[src/rtl/layer_4_window_scheduler_pkg.sv]
// Shared constants and state encoding for the layer-4 -> conv-5 window scheduler.
package layer_4_window_scheduler_pkg;

  localparam int IMG_W = 10;
  localparam int IMG_H = 10;
  localparam int K     = 3;
  localparam int CNT_W = 10;
  localparam int RC_W  = 4;

  localparam logic [CNT_W-1:0] PIX_TOTAL = CNT_W'(IMG_W * IMG_H);
  // Pixel count needed before window (0,0) can issue: its bottom-right pixel plus one.
  localparam logic [CNT_W-1:0] NEED_INIT = CNT_W'((K - 1) * IMG_W + (K - 1) + 1);
  localparam logic [CNT_W-1:0] ROW_WRAP_STEP = CNT_W'(K);
  localparam logic [RC_W-1:0]  LAST_ROW  = RC_W'(IMG_H - K);
  localparam logic [RC_W-1:0]  LAST_COL  = RC_W'(IMG_W - K);

  typedef enum logic [1:0] {
    ST_IDLE = 2'd0,
    ST_RUN  = 2'd1,
    ST_DONE = 2'd2
  } state_t;

endpackage

[src/rtl/layer_4_window_scheduler_if.sv]
// Window descriptor handshake between the scheduler (master) and conv-5 engine (slave).
interface layer_4_window_scheduler_if;
  import layer_4_window_scheduler_pkg::*;

  logic             win_valid;
  logic             eng_ready;
  logic [RC_W-1:0]  win_row;
  logic [RC_W-1:0]  win_col;
  logic [CNT_W-1:0] win_base;

  modport master (
    output win_valid, win_row, win_col, win_base,
    input  eng_ready
  );

  modport slave (
    input  win_valid, win_row, win_col, win_base,
    output eng_ready
  );

endinterface

[src/rtl/layer_4_window_scheduler.sv]
// Issues 3x3 conv windows over the layer-4 map as soon as the buffer holds their pixels.
//
// state | meaning
// IDLE  | waiting for conv_start; counters held at zero
// RUN   | counting incoming pixels, issuing windows in raster order
// DONE  | one cycle after the last window is accepted; pulses layer_done
module layer_4_window_scheduler
  import layer_4_window_scheduler_pkg::*;
(
  input  logic                      clk,
  input  logic                      rst,
  input  logic                      conv_start,
  input  logic                      pix_valid,
  layer_4_window_scheduler_if.master win,
  output logic                      busy,
  output logic                      layer_done,
  output logic                      pix_overrun
);

  state_t           state;
  state_t           state_nxt;
  logic [CNT_W-1:0] pix_cnt;
  logic [CNT_W-1:0] need;
  logic [CNT_W-1:0] base;
  logic [RC_W-1:0]  row;
  logic [RC_W-1:0]  col;
  logic             overrun;
  logic             win_ok;
  logic             accept;
  logic             last_win;
  logic             cnt_full;

  // need and base are running registers so the window ready test needs no multiplier.
  assign cnt_full = (pix_cnt == PIX_TOTAL);
  assign win_ok   = (state == ST_RUN) && (pix_cnt >= need);
  assign accept   = win_ok && win.eng_ready;
  assign last_win = (row == LAST_ROW) && (col == LAST_COL);

  // State register.
  always_ff @(posedge clk or negedge rst) begin
    if (!rst) state <= ST_IDLE;
    else      state <= state_nxt;
  end

  // Next-state decode; conv_start only counts in IDLE so a pass cannot be restarted.
  always_comb begin
    state_nxt = state;
    unique case (state)
      ST_IDLE: if (conv_start) state_nxt = ST_RUN;
      ST_RUN:  if (accept && last_win) state_nxt = ST_DONE;
      ST_DONE: state_nxt = ST_IDLE;
      default: state_nxt = ST_IDLE;
    endcase
  end

  // Outputs decode from registers only; descriptors read as zero outside RUN.
  always_comb begin
    busy          = 1'b0;
    layer_done    = 1'b0;
    win.win_valid = 1'b0;
    win.win_row   = '0;
    win.win_col   = '0;
    win.win_base  = '0;
    pix_overrun   = overrun;
    unique case (state)
      ST_RUN: begin
        busy          = 1'b1;
        win.win_valid = win_ok;
        win.win_row   = row;
        win.win_col   = col;
        win.win_base  = base;
      end
      ST_DONE: layer_done = 1'b1;
      default: ;
    endcase
  end

  // Pixel counter, window position tracking and sticky overrun flag.
  always_ff @(posedge clk or negedge rst) begin
    if (!rst) begin
      pix_cnt <= '0;
      need    <= NEED_INIT;
      base    <= '0;
      row     <= '0;
      col     <= '0;
      overrun <= 1'b0;
    end else begin
      unique case (state)
        ST_IDLE: begin
          pix_cnt <= '0;
          need    <= NEED_INIT;
          base    <= '0;
          row     <= '0;
          col     <= '0;
          if (conv_start) overrun <= 1'b0;
        end
        ST_RUN: begin
          if (pix_valid) begin
            if (cnt_full) overrun <= 1'b1;
            else          pix_cnt <= pix_cnt + CNT_W'(1);
          end
          // The final window stays on the outputs; the pass leaves RUN instead.
          if (accept && !last_win) begin
            if (col == LAST_COL) begin
              col  <= '0;
              row  <= row + RC_W'(1);
              base <= base + ROW_WRAP_STEP;
              need <= need + ROW_WRAP_STEP;
            end else begin
              col  <= col + RC_W'(1);
              base <= base + CNT_W'(1);
              need <= need + CNT_W'(1);
            end
          end
        end
        default: ;
      endcase
    end
  end

endmodule

[src/flat_wrapper.sv]
// flat-port wrapper written by rule: the top's interface ports become plain ports
module layer_4_window_scheduler_flat import layer_4_window_scheduler_pkg::*;
  (clk, rst, conv_start, pix_valid, busy, layer_done, pix_overrun, win_win_valid, win_win_row, win_win_col, win_win_base, win_eng_ready);
  layer_4_window_scheduler_if win_i ();
  input  logic clk;
  input  logic rst;
  input  logic conv_start;
  input  logic pix_valid;
  output logic busy;
  output logic layer_done;
  output logic pix_overrun;
  output wire logic [$bits(win_i.win_valid)-1:0] win_win_valid;
  output wire logic [$bits(win_i.win_row)-1:0] win_win_row;
  output wire logic [$bits(win_i.win_col)-1:0] win_win_col;
  output wire logic [$bits(win_i.win_base)-1:0] win_win_base;
  input wire logic [$bits(win_i.eng_ready)-1:0] win_eng_ready;
  assign win_win_valid = win_i.win_valid;
  assign win_win_row = win_i.win_row;
  assign win_win_col = win_i.win_col;
  assign win_win_base = win_i.win_base;
  assign win_i.eng_ready = win_eng_ready;
  layer_4_window_scheduler u_core (.clk(clk), .rst(rst), .conv_start(conv_start), .pix_valid(pix_valid), .win(win_i), .busy(busy), .layer_done(layer_done), .pix_overrun(pix_overrun));
endmodule
[config.mk]
export PLATFORM = sky130hd
export DESIGN_NAME = layer_4_window_scheduler_flat
export DESIGN_NICKNAME = d
export VERILOG_FILES = /design/src/rtl/layer_4_window_scheduler_pkg.sv /design/src/rtl/layer_4_window_scheduler_if.sv /design/src/rtl/layer_4_window_scheduler.sv /design/src/flat_wrapper.sv
export SDC_FILE = /design/constraint.sdc
export NUM_CORES = 1
export LEC_CHECK = 0
export CORE_ASPECT_RATIO = 0.75
export CORE_UTILIZATION = 45
export DETAILED_ROUTE_END_ITERATION = 12
export PLACE_DENSITY = 0.66
export SYNTH_ARGS = -nofsm -noshare
export SYNTH_HDL_FRONTEND = slang
export SYNTH_SLANG_ARGS = --single-unit
export TNS_END_PERCENT = 50
[constraint.sdc]
create_clock -name clk -period 3.43 [get_ports clk]
set_clock_uncertainty 0.15 [all_clocks]
set_input_delay 0.8575 -clock clk [delete_from_list [all_inputs] [get_ports clk]]
set_output_delay 0.8575 -clock clk [all_outputs]
set_load 0.02 [all_outputs]
==> results of run 1 <==
==> flip-flops by register name, indices dropped and copies added (netlist names) <==
signal and cells:
u_core.pix_overrun 1, u_core.row 4, u_core.pix_cnt 10, u_core.need 10, u_core.col 4, u_core.base 10, u_core.state 2
==> cell families (layout without fill, tap and decap cells) <==
kind of cell	count (synthesis)	after routing
muxes	4	4
xor gates and xnor gates	16	16
and+or+nand+nor	124	124
buffers and inverters	25	57
adders and majority gates	18	18
DFF	41	41
AOI/OAI and AO/OA	43	43
==> timing repair <==
action | 4_1_cts | 5_1_grt
endpoints found under the hold margin | 0 | 0
gates cloned | 0 | 0
setup endpoints to repair | 1 | 1
resized for setup | 2 | 0
pin swaps | 0 | 1
==> metrics by stage <==
stage / instance area (um^2) / power [mW] / setup WS [ps] / hold WS [ps]
final: 3040 / 2.04 / 148 / 328
after global routing: 3040 / 2.20 / 5.04 / 353
after CTS: 3040 / 2.04 / 121 / 336
after detailed placement: 2920 / 1.63 / 187 / 326
after global placement: 2920 / 1.61 / 210 / 316
after floorplan: 2560 / 1.36 / 495 / 295
==> worst max-delay path by stage <==
stage                     to  depth (start not counted)                       start
2_1_floorplan  win_win_valid                          7  u_core.need[4]$_DFFE_PN1P_
3_3_place_gp   win_win_valid                          7  u_core.need[4]$_DFFE_PN1P_
3_5_place_dp   win_win_valid                          7  u_core.need[4]$_DFFE_PN1P_
4_1_cts        win_win_valid                          7  u_core.need[0]$_DFFE_PN1P_
5_1_grt        win_win_valid                          7  u_core.need[4]$_DFFE_PN1P_
6_report       win_win_valid                          7  u_core.need[4]$_DFFE_PN1P_
==> placed cells by master, fill, tap and decap left out, types with 2 or more instances in the layout <==
cell type        netlist  final
a211oi_1               4      4
dfstp_2                4      4
clkdlybuf4s50_1        0     24
xnor2_1                9      9
nand3b_1               2      2
nor3_1                11     11
xor2_1                 7      7
or4_1                  2      2
mux2i_1                4      4
fa_1                   2      2
and4_1                 2      2
inv_1                 14     14
nand2_1               26     26
nand4_1                8      8
buf_4                  3      8
a31oi_1                2      2
a311oi_1               2      2
and2_1                19     19
a21oi_1                8      7
o211ai_1               4      4
and3_1                 3      3
nand3_1               13     13
nand4b_1               2      2
nor2_1                23     23
a22o_1                 2      2
o21ai_0                6      6
nor4_1                 3      3
o31ai_1                2      2
ha_1                  16     16
clkbuf_8               0      6
a31o_2                 2      2
dfrtp_1               37     37
==> power by group <==
group / internal (mW) / switching [mW]
Clock: 0.238 / 0.174
Sequential: 0.609 / 0.144
Combinational: 0.394 / 0.479
Total: 1.24 / 0.797
==> cell type report <==
class	instances	area, um^2
clock buffers	7	86.3
clock inverters	1	30.0
fillers	520	2370
inverters	15	56.3
multi-input cells	205	1430
flip-flops and latches	41	1030
well taps	75	93.8
repair buffers	34	314
==> routing by layer <==
layer  vias to the layer above  GRT usage, %
met2                        43          31.8
met4                         0          5.36
met3                         6          5.62
li1                       1030             -
met5                         -             0
met1                       976          31.0
==> results.txt, run 1 <==
Critical Path Sink Type - primary output
register area share after synthesis - 40.3%
complex-gate fraction of the synthesized area - 13.2%
post-CTS setup buffer count - 0
Initial Utilization - 47.3%
Max IR drop VDD - 0.281 mV
CTS sink count - 41
metal2 WL - 2460 um
layout cells sized above 1 - 10.9%
CTS tree - yes
CP Class - reg -> out
Slew Limit Fails - 0
r2r worst-path depth - 9
Mapped Cells - 271
Layout area overhead - 18.7%
First-pass DRT Iterations - 4
max incr delay on CP - 540 ps
All-Layer GR Usage - 21.4%
CP required - 2420 ps
Via-to-Cell Ratio - 5.44
average size of a mapped cell - 9.45 um^2
achievable frequency - 0.305 GHz
I/O pins - 27
Synthesized Nets - 294
final cycle utilization of the critical path - 95.7%
slowest CP cell - dfstp_2
total CTS buffers - 5
Ant. Diodes - 0
Clock transition at path regs - 80 ps
Final min period - 3280 ps
R2R Setup Slk - 600 ps
post-DR wirelength/cell - 15.3 um
commonest cells in the netlist - dfrtp_1 (37), nand2_1 (26), nor2_1 (23)
Die W - 89.1 um
crit path max fanout - 3
CTS Root Buffer Type - clkbuf_8
unrepaired setup endpoints after global routing - false
Worst Hold Path EP - u_core.need[9]$_DFFE_PN0P_
CTS Buffer Depth - 2
met3 wire len - 302 um
grt total ovfl - 0
Max transition margin - 37.0%
top post-synthesis cells by area - dfrtp_1 (36%), ha_1 (7.8%), and2_1 (4.6%), dfstp_2 (4.1%), nand2_1 (3.8%)
Crit path max-delay family - compound AO/OA/AOI/OAI gates
synth unique cells - 54
top routing layer used - met4
vias in the first global route - 1956
Detailed Place HPWL - 4100 um
final antenna-violating net count - 0
Synth area leader - dfrtp_1
max_cap viols - 0
I/O Buffers - 26
Pwr Density - 670 nW/um^2
Final #Nets - 325
first-pass GRT wire length - 9580 um
worst hold path type - reg -> reg
Least-Margin Pin Slew - 944 ps
DRT iter0 DRCs - 113
initial antenna violation count - 0
Via Count - 2055
RR Startpoint - u_core.need[4]$_DFFE_PN1P_
Worst Path Buf+Inv - 2
crit path DAT - 2270 ps
M1 WL - 2980 um
Hold Path Origin - u_core.need[9]$_DFFE_PN0P_
Main synth FF type - dfrtp_1
final core occ - 56.2%
startpoint class of the critical path - flop
drt total wl - 5800 um
largest net degree at the start of global routing - 42
proportion of synthesized area in mux cells - 1.56%
combinational family with the most area after synthesis - simple AND/OR/NAND/NOR gates
top-count cell post-synth - dfrtp_1
Simple-Gate Fraction of Synth Area - 25.9%
cts hold-fix bufs - 0
Setup Viol. Count Final - 0
synth warn - 0
dpl cells - 370
run status - complete, no violations
die area - 6000 um^2
post-synth top area share - 36.2%
Fin. Hold Viols - 0
asr flop ratio synth - 100%
Post-synth EDFFs - 0
XOR/XNOR Fraction of Synth Area - 5.47%
FF+latch count, synth - 41
H-tree Lvls - 2
Leak - 1.34 nW
gpl congestion - 0.777
DIE HEIGHT - 67.3 um
CP cell instances - inv_1 > ha_1 > a21oi_2 > a21oi_4 > a2111oi_4 > nor2_1 > dlygate4sd2_1
Setup TNS - 0 ps
Core ar. - 5410 um^2
Core Rows - 23
Syn Std Cell Area - 2560 um^2
RR Endpoint - u_core.base[9]$_DFFE_PN0P_
DRC - 0
worst hold stages - 1
Post-Synth Adder-Cell Area - 9.38%
Clk Latency, worst-skew pair - 300 ps
final non-filler cell total - 378
Note: power is estimated with default switching activity, not from simulation.
==> run 2, diff against run 1 <==
--- a/config.mk
+++ b/config.mk
@@ -6,9 +6,8 @@
 export NUM_CORES = 1
 export LEC_CHECK = 0
 export CORE_ASPECT_RATIO = 0.75
-export CORE_UTILIZATION = 45
+export CORE_UTILIZATION = 40
 export DETAILED_ROUTE_END_ITERATION = 12
-export PLACE_DENSITY = 0.66
 export SYNTH_ARGS = -nofsm -noshare
 export SYNTH_HDL_FRONTEND = slang
 export SYNTH_SLANG_ARGS = --single-unit
==> run 2 against run 1 <==
Combinational power grew 0.9%. Routed wire length decreased by 1.0%. Global-route usage is 2.4 points lower. Critical path type unchanged. Largest cell class unchanged. Highest routed layer unchanged.
==> results.txt, run 2 (synthesis gave the netlist of run 1 again) <==
achievable frequency - 0.303 GHz
Via-to-Cell Ratio - 5.33
worst hold path type - reg -> reg
cell area after layout - 3040 um^2
I/O Buffers - 26
Detailed Place HPWL - 4060 um
Leak - 1.34 nW
final antenna-violating net count - 0
Area after DPL - 2930 um^2
max_cap viols - 0
Slew Limit Fails - 0
CTS sink count - 41
grt total ovfl - 0
total CTS buffers - 5
gpl congestion - 0.756
I/O pins - 27
CP Class - reg -> out
CTS Buffer Depth - 2
total power - 1.99 mW
post-CTS setup buffer count - 0
largest net degree at the start of global routing - 42
H-tree Lvls - 2
Via Count - 2037
Core ar. - 6010 um^2
initial antenna violation count - 0
first-pass GRT wire length - 9870 um
cts hold-fix bufs - 0
most common cell after layout, fill and taps aside - dfrtp_1
Pwr Density - 655 nW/um^2
die area - 6730 um^2
DRT iter0 DRCs - 75
Setup TNS - 0 ps
DRC - 0
Core Rows - 24
R2R Setup Slk - 580 ps
Layout area overhead - 18.5%
DIE HEIGHT - 71.3 um
Initial Utilization - 42.6%
All-Layer GR Usage - 19.1%
crit path max fanout - 3
drt total wl - 5740 um
Clk Latency, worst-skew pair - 300 ps
CTS tree - yes
crit path DAT - 2290 ps
post-DR wirelength/cell - 15.0 um
Critical Path Sink Type - primary output
startpoint class of the critical path - flop
FILL cells - 584
unrepaired setup endpoints after global routing - false
CTS Root Buffer Type - clkbuf_8
Clock transition at path regs - 80 ps
Least-Margin Pin Slew - 941 ps
final cycle utilization of the critical path - 96.1%
run status - complete, no violations
Die W - 94.4 um
layout cells sized above 1 - 11.8%
DP Worst Slack - 183 ps
Ant. Diodes - 0
Final min period - 3300 ps
Max IR drop VDD - 0.256 mV
Max transition margin - 37.2%
commonest cells after routing, fill and taps aside - dfrtp_1 (37), nand2_1 (26), clkdlybuf4s50_1 (24)
Final #Nets - 326
First-pass DRT Iterations - 4
Fin. Hold Viols - 0
CP required - 2420 ps
Setup WS post-layout - 133 ps
Setup Viol. Count Final - 0
Top Registers - u_core.base: 10 flops, u_core.need: 10 flops, u_core.pix_cnt: 10 flops
vias in the first global route - 1997
## run 2: per-stage QoR
step	std cells	hold WS [ps]	utilization, %
global placement	374	316	48.8
global route	382	370	50.5
finish	382	329	50.5
CTS	382	334	50.5
floorplan	271	295	-
detailed placement	374	323	48.8
## run 2: path summary, 6_finish.rpt
| kind | start | endpoint | depth (start not counted) |
|---|---|---|---|
| worst min register to register | u_core.need[8]$_DFFE_PN0P_ | u_core.need[8]$_DFFE_PN0P_ | 1 |
| max in group asynchronous | rst | u_core.base[5]$_DFFE_PN0P_ | 1 |
| worst max-delay path | u_core.need[4]$_DFFE_PN1P_ | win_win_valid | 7 |
| worst min-delay path | u_core.need[8]$_DFFE_PN0P_ | u_core.need[8]$_DFFE_PN0P_ | 1 |
| min in group asynchronous | rst | u_core.pix_overrun$_DFFE_PN0P_ | 1 |
| worst max register to register | u_core.need[4]$_DFFE_PN1P_ | u_core.base[9]$_DFFE_PN0P_ | 9 |
## run 2: area by class of cell
class,instances,area [um^2],share of cell area (%)
tap,78,97.6,3.22
timing repair buffer,35,322,10.6
inverter,15,56.3,1.85
sequential,41,1030,34.0
clock buffer,7,96.3,3.17
multi-input combinational,205,1430,47.0
clock inverter,1,5.00,0.165
## run 2: per-layer routing
layer,share of wire (%),vias up,GRT usage [%]
li1,-,1032,-
met1,54,961,29.1
met2,41,36,27.5
met3,4.3,8,3.82
met4,1.0,0,4.62
met5,0,-,0
## run 2: critical path, stage by stage (launching register included)
cell,delay [ps]
dfstp_2,540
inv_1,60
ha_1,330
a21oi_2,220
a21oi_4,80
a2111oi_4,370
nor2_1,70
dlygate4sd2_1,320
## run 2: repair_timing
item	CTS	global route
endpoints found under the setup margin	1	1
pin swaps	0	1
resized for setup	2	1
## run 2: report_power, final
part	internal (mW)	switching [mW]	total (mW)
Combinational	0.401	0.480	0.880
Clock	0.182	0.177	0.359
Sequential	0.609	0.139	0.748
==> run 3, diff against run 2 <==
--- a/config.mk
+++ b/config.mk
@@ -5,9 +5,11 @@
 export SDC_FILE = /design/constraint.sdc
 export NUM_CORES = 1
 export LEC_CHECK = 0
+export CAP_MARGIN = 40
 export CORE_ASPECT_RATIO = 0.75
 export CORE_UTILIZATION = 40
 export DETAILED_ROUTE_END_ITERATION = 12
+export HOLD_SLACK_MARGIN = 0.06
 export SYNTH_ARGS = -nofsm -noshare
 export SYNTH_HDL_FRONTEND = slang
 export SYNTH_SLANG_ARGS = --single-unit
==> run 3 against run 2 <==
Setup slack got worse by 29 ps. Count of clock-buffer cells in the layout did not move. First-iteration DRC count up 25%. Core utilization grew 0.33 points. Routed wire length grew 0.99%. Fmax fell by 0.87%. Via count down 0.74%. Critical endpoint unchanged. Critical path type unchanged. Critical path depth unchanged. Sequential share of layout area fell by 0.22 points. Final area grew 0.66%.
==> results.txt, run 3 (synthesis gave the netlist of run 1 again) <==
run status - complete, no violations
vias in the first global route - 1997
unrepaired setup endpoints after global routing - false
CTS Root Buffer Type - clkbuf_8
Max transition margin - 55.7%
DIE HEIGHT - 71.3 um
sequential cell area - 1030 um^2
GRT met2 Usage - 26.6%
first-pass GRT wire length - 9890 um
worst hold path type - in -> async
H-tree Lvls - 2
Core ar. - 6010 um^2
dpl cells - 375
Pwr Density - 650 nW/um^2
met3 usage - 3.72%
CTS tree - yes
commonest cells after routing, fill and taps aside - dfrtp_1 (37), nand2_1 (26), clkdlybuf4s50_1 (24)
Setup TNS - 0 ps
initial antenna violation count - 0
crit path max fanout - 5
most common cell after layout, fill and taps aside - dfrtp_1
Initial Utilization - 42.6%
achievable frequency - 0.301 GHz
DRT iter0 DRCs - 94
Setup Viol. Count Final - 0
final non-filler cell total - 383
I/O Buffers - 26
Max IR drop VDD - 0.379 mV
layout cells sized above 1 - 12.1%
drt total wl - 5800 um
sequential share of power - 37.7%
switch share - 39.8%
Leak - 1.35 nW
Top Usage Layer GRT - met1
post-CTS setup buffer count - 0
post-DR wirelength/cell - 15.1 um
final antenna-violating net count - 0
internal power - 1.20 mW
multi-input logic area - 1430 um^2
FILL cells - 566
Fin. Hold Viols - 0
CTS Buffer Depth - 2
Die W - 94.4 um
combinational share of power - 44.6%
Clk Latency, worst-skew pair - 300 ps
Via Count - 2022
Ant. Diodes - 0
gpl congestion - 0.756
crit path DAT - 2320 ps
largest net degree at the start of global routing - 34
clock power share - 17.7%
Setup WS post-layout - 104 ps
startpoint class of the critical path - flop
total power - 1.99 mW
GRT met1 Usage - 29.7%
Via-to-Cell Ratio - 5.28
Net Switching - 0.791 mW
total CTS buffers - 5
CP required - 2420 ps
Clock transition at path regs - 80 ps
grt total ovfl - 0
die area - 6730 um^2
final cycle utilization of the critical path - 97.0%
cts hold-fix bufs - 0
DRC - 0
DP Worst Slack - 186 ps
max_cap viols - 0
Critical Path Sink Type - primary output
final core occ - 50.9%
Top Registers - u_core.base: 10 flops, u_core.need: 10 flops, u_core.pix_cnt: 10 flops
post_cts resized - 2
Layout area overhead - 19.3%
All-Layer GR Usage - 19.2%
CTS sink count - 41
Slew Limit Fails - 0
Core Rows - 24
I/O pins - 27
Final #Nets - 327
First-pass DRT Iterations - 4
r2r worst-path depth - 9
Final min period - 3330 ps
CP Class - reg -> out
Least-Margin Pin Slew - 659 ps
Detailed Place HPWL - 4130 um
-- run 3: worst max-delay path, cell delays in order, from the launching register on --
cell and delay [ps]:
dfstp_2 570, ha_1 230, nand2b_1 140, a21oi_1 160
o21bai_1 120, a2111oi_4 410, nor2_1 70, dlygate4sd2_1 320
-- run 3: area by class of cell --
| type | instances | area share, % |
|---|---|---|
| multi-input combinational | 205 | 46.7 |
| sequential | 41 | 33.7 |
| timing repair buffer | 36 | 11.2 |
| tap | 78 | 3.19 |
| clock buffer | 7 | 3.15 |
| inverter | 15 | 1.84 |
| clock inverter | 1 | 0.164 |
-- run 3: through the flow --
| step | hold WS (ps) | instance area, um^2 |
|---|---|---|
| floorplan | 295 | 2560 |
| global placement | 316 | 2930 |
| detailed placement | 333 | 2950 |
| CTS | 256 | 3060 |
| global route | 270 | 3060 |
| finish | 257 | 3060 |
-- run 3: path summary, 6_finish.rpt --
path,from,to,slack [ps]
setup / recovery,u_core.need[0]$_DFFE_PN1P_,win_win_valid,100
hold / removal,rst,u_core.pix_overrun$_DFFE_PN0P_,260
setup reg to reg,u_core.need[4]$_DFFE_PN1P_,u_core.base[9]$_DFFE_PN0P_,610
hold reg to reg,u_core.need[3]$_DFFE_PN0P_,u_core.need[4]$_DFFE_PN1P_,340
max in group asynchronous,rst,u_core.need[1]$_DFFE_PN1P_,2350
min in group clk,u_core.need[3]$_DFFE_PN0P_,u_core.need[4]$_DFFE_PN1P_,340
-- run 3: power groups by stage --
stage	Clock (mW)	Combinational, mW	Sequential (mW)
2_1_floorplan	0	0.634	0.722
3_3_place_gp	0	0.870	0.754
3_5_place_dp	0	0.891	0.757
4_1_cts	0.364	0.894	0.749
5_1_grt	0.382	0.986	0.777
6_report	0.352	0.886	0.749
-- run 3: metal layers --
| layer | vias up | part of all wire (%) |
|---|---|---|
| met4 | 0 | 0.40 |
| met1 | 945 | 55 |
| met5 | - | 0 |
| met2 | 36 | 41 |
| met3 | 2 | 3.4 |
| li1 | 1039 | - |
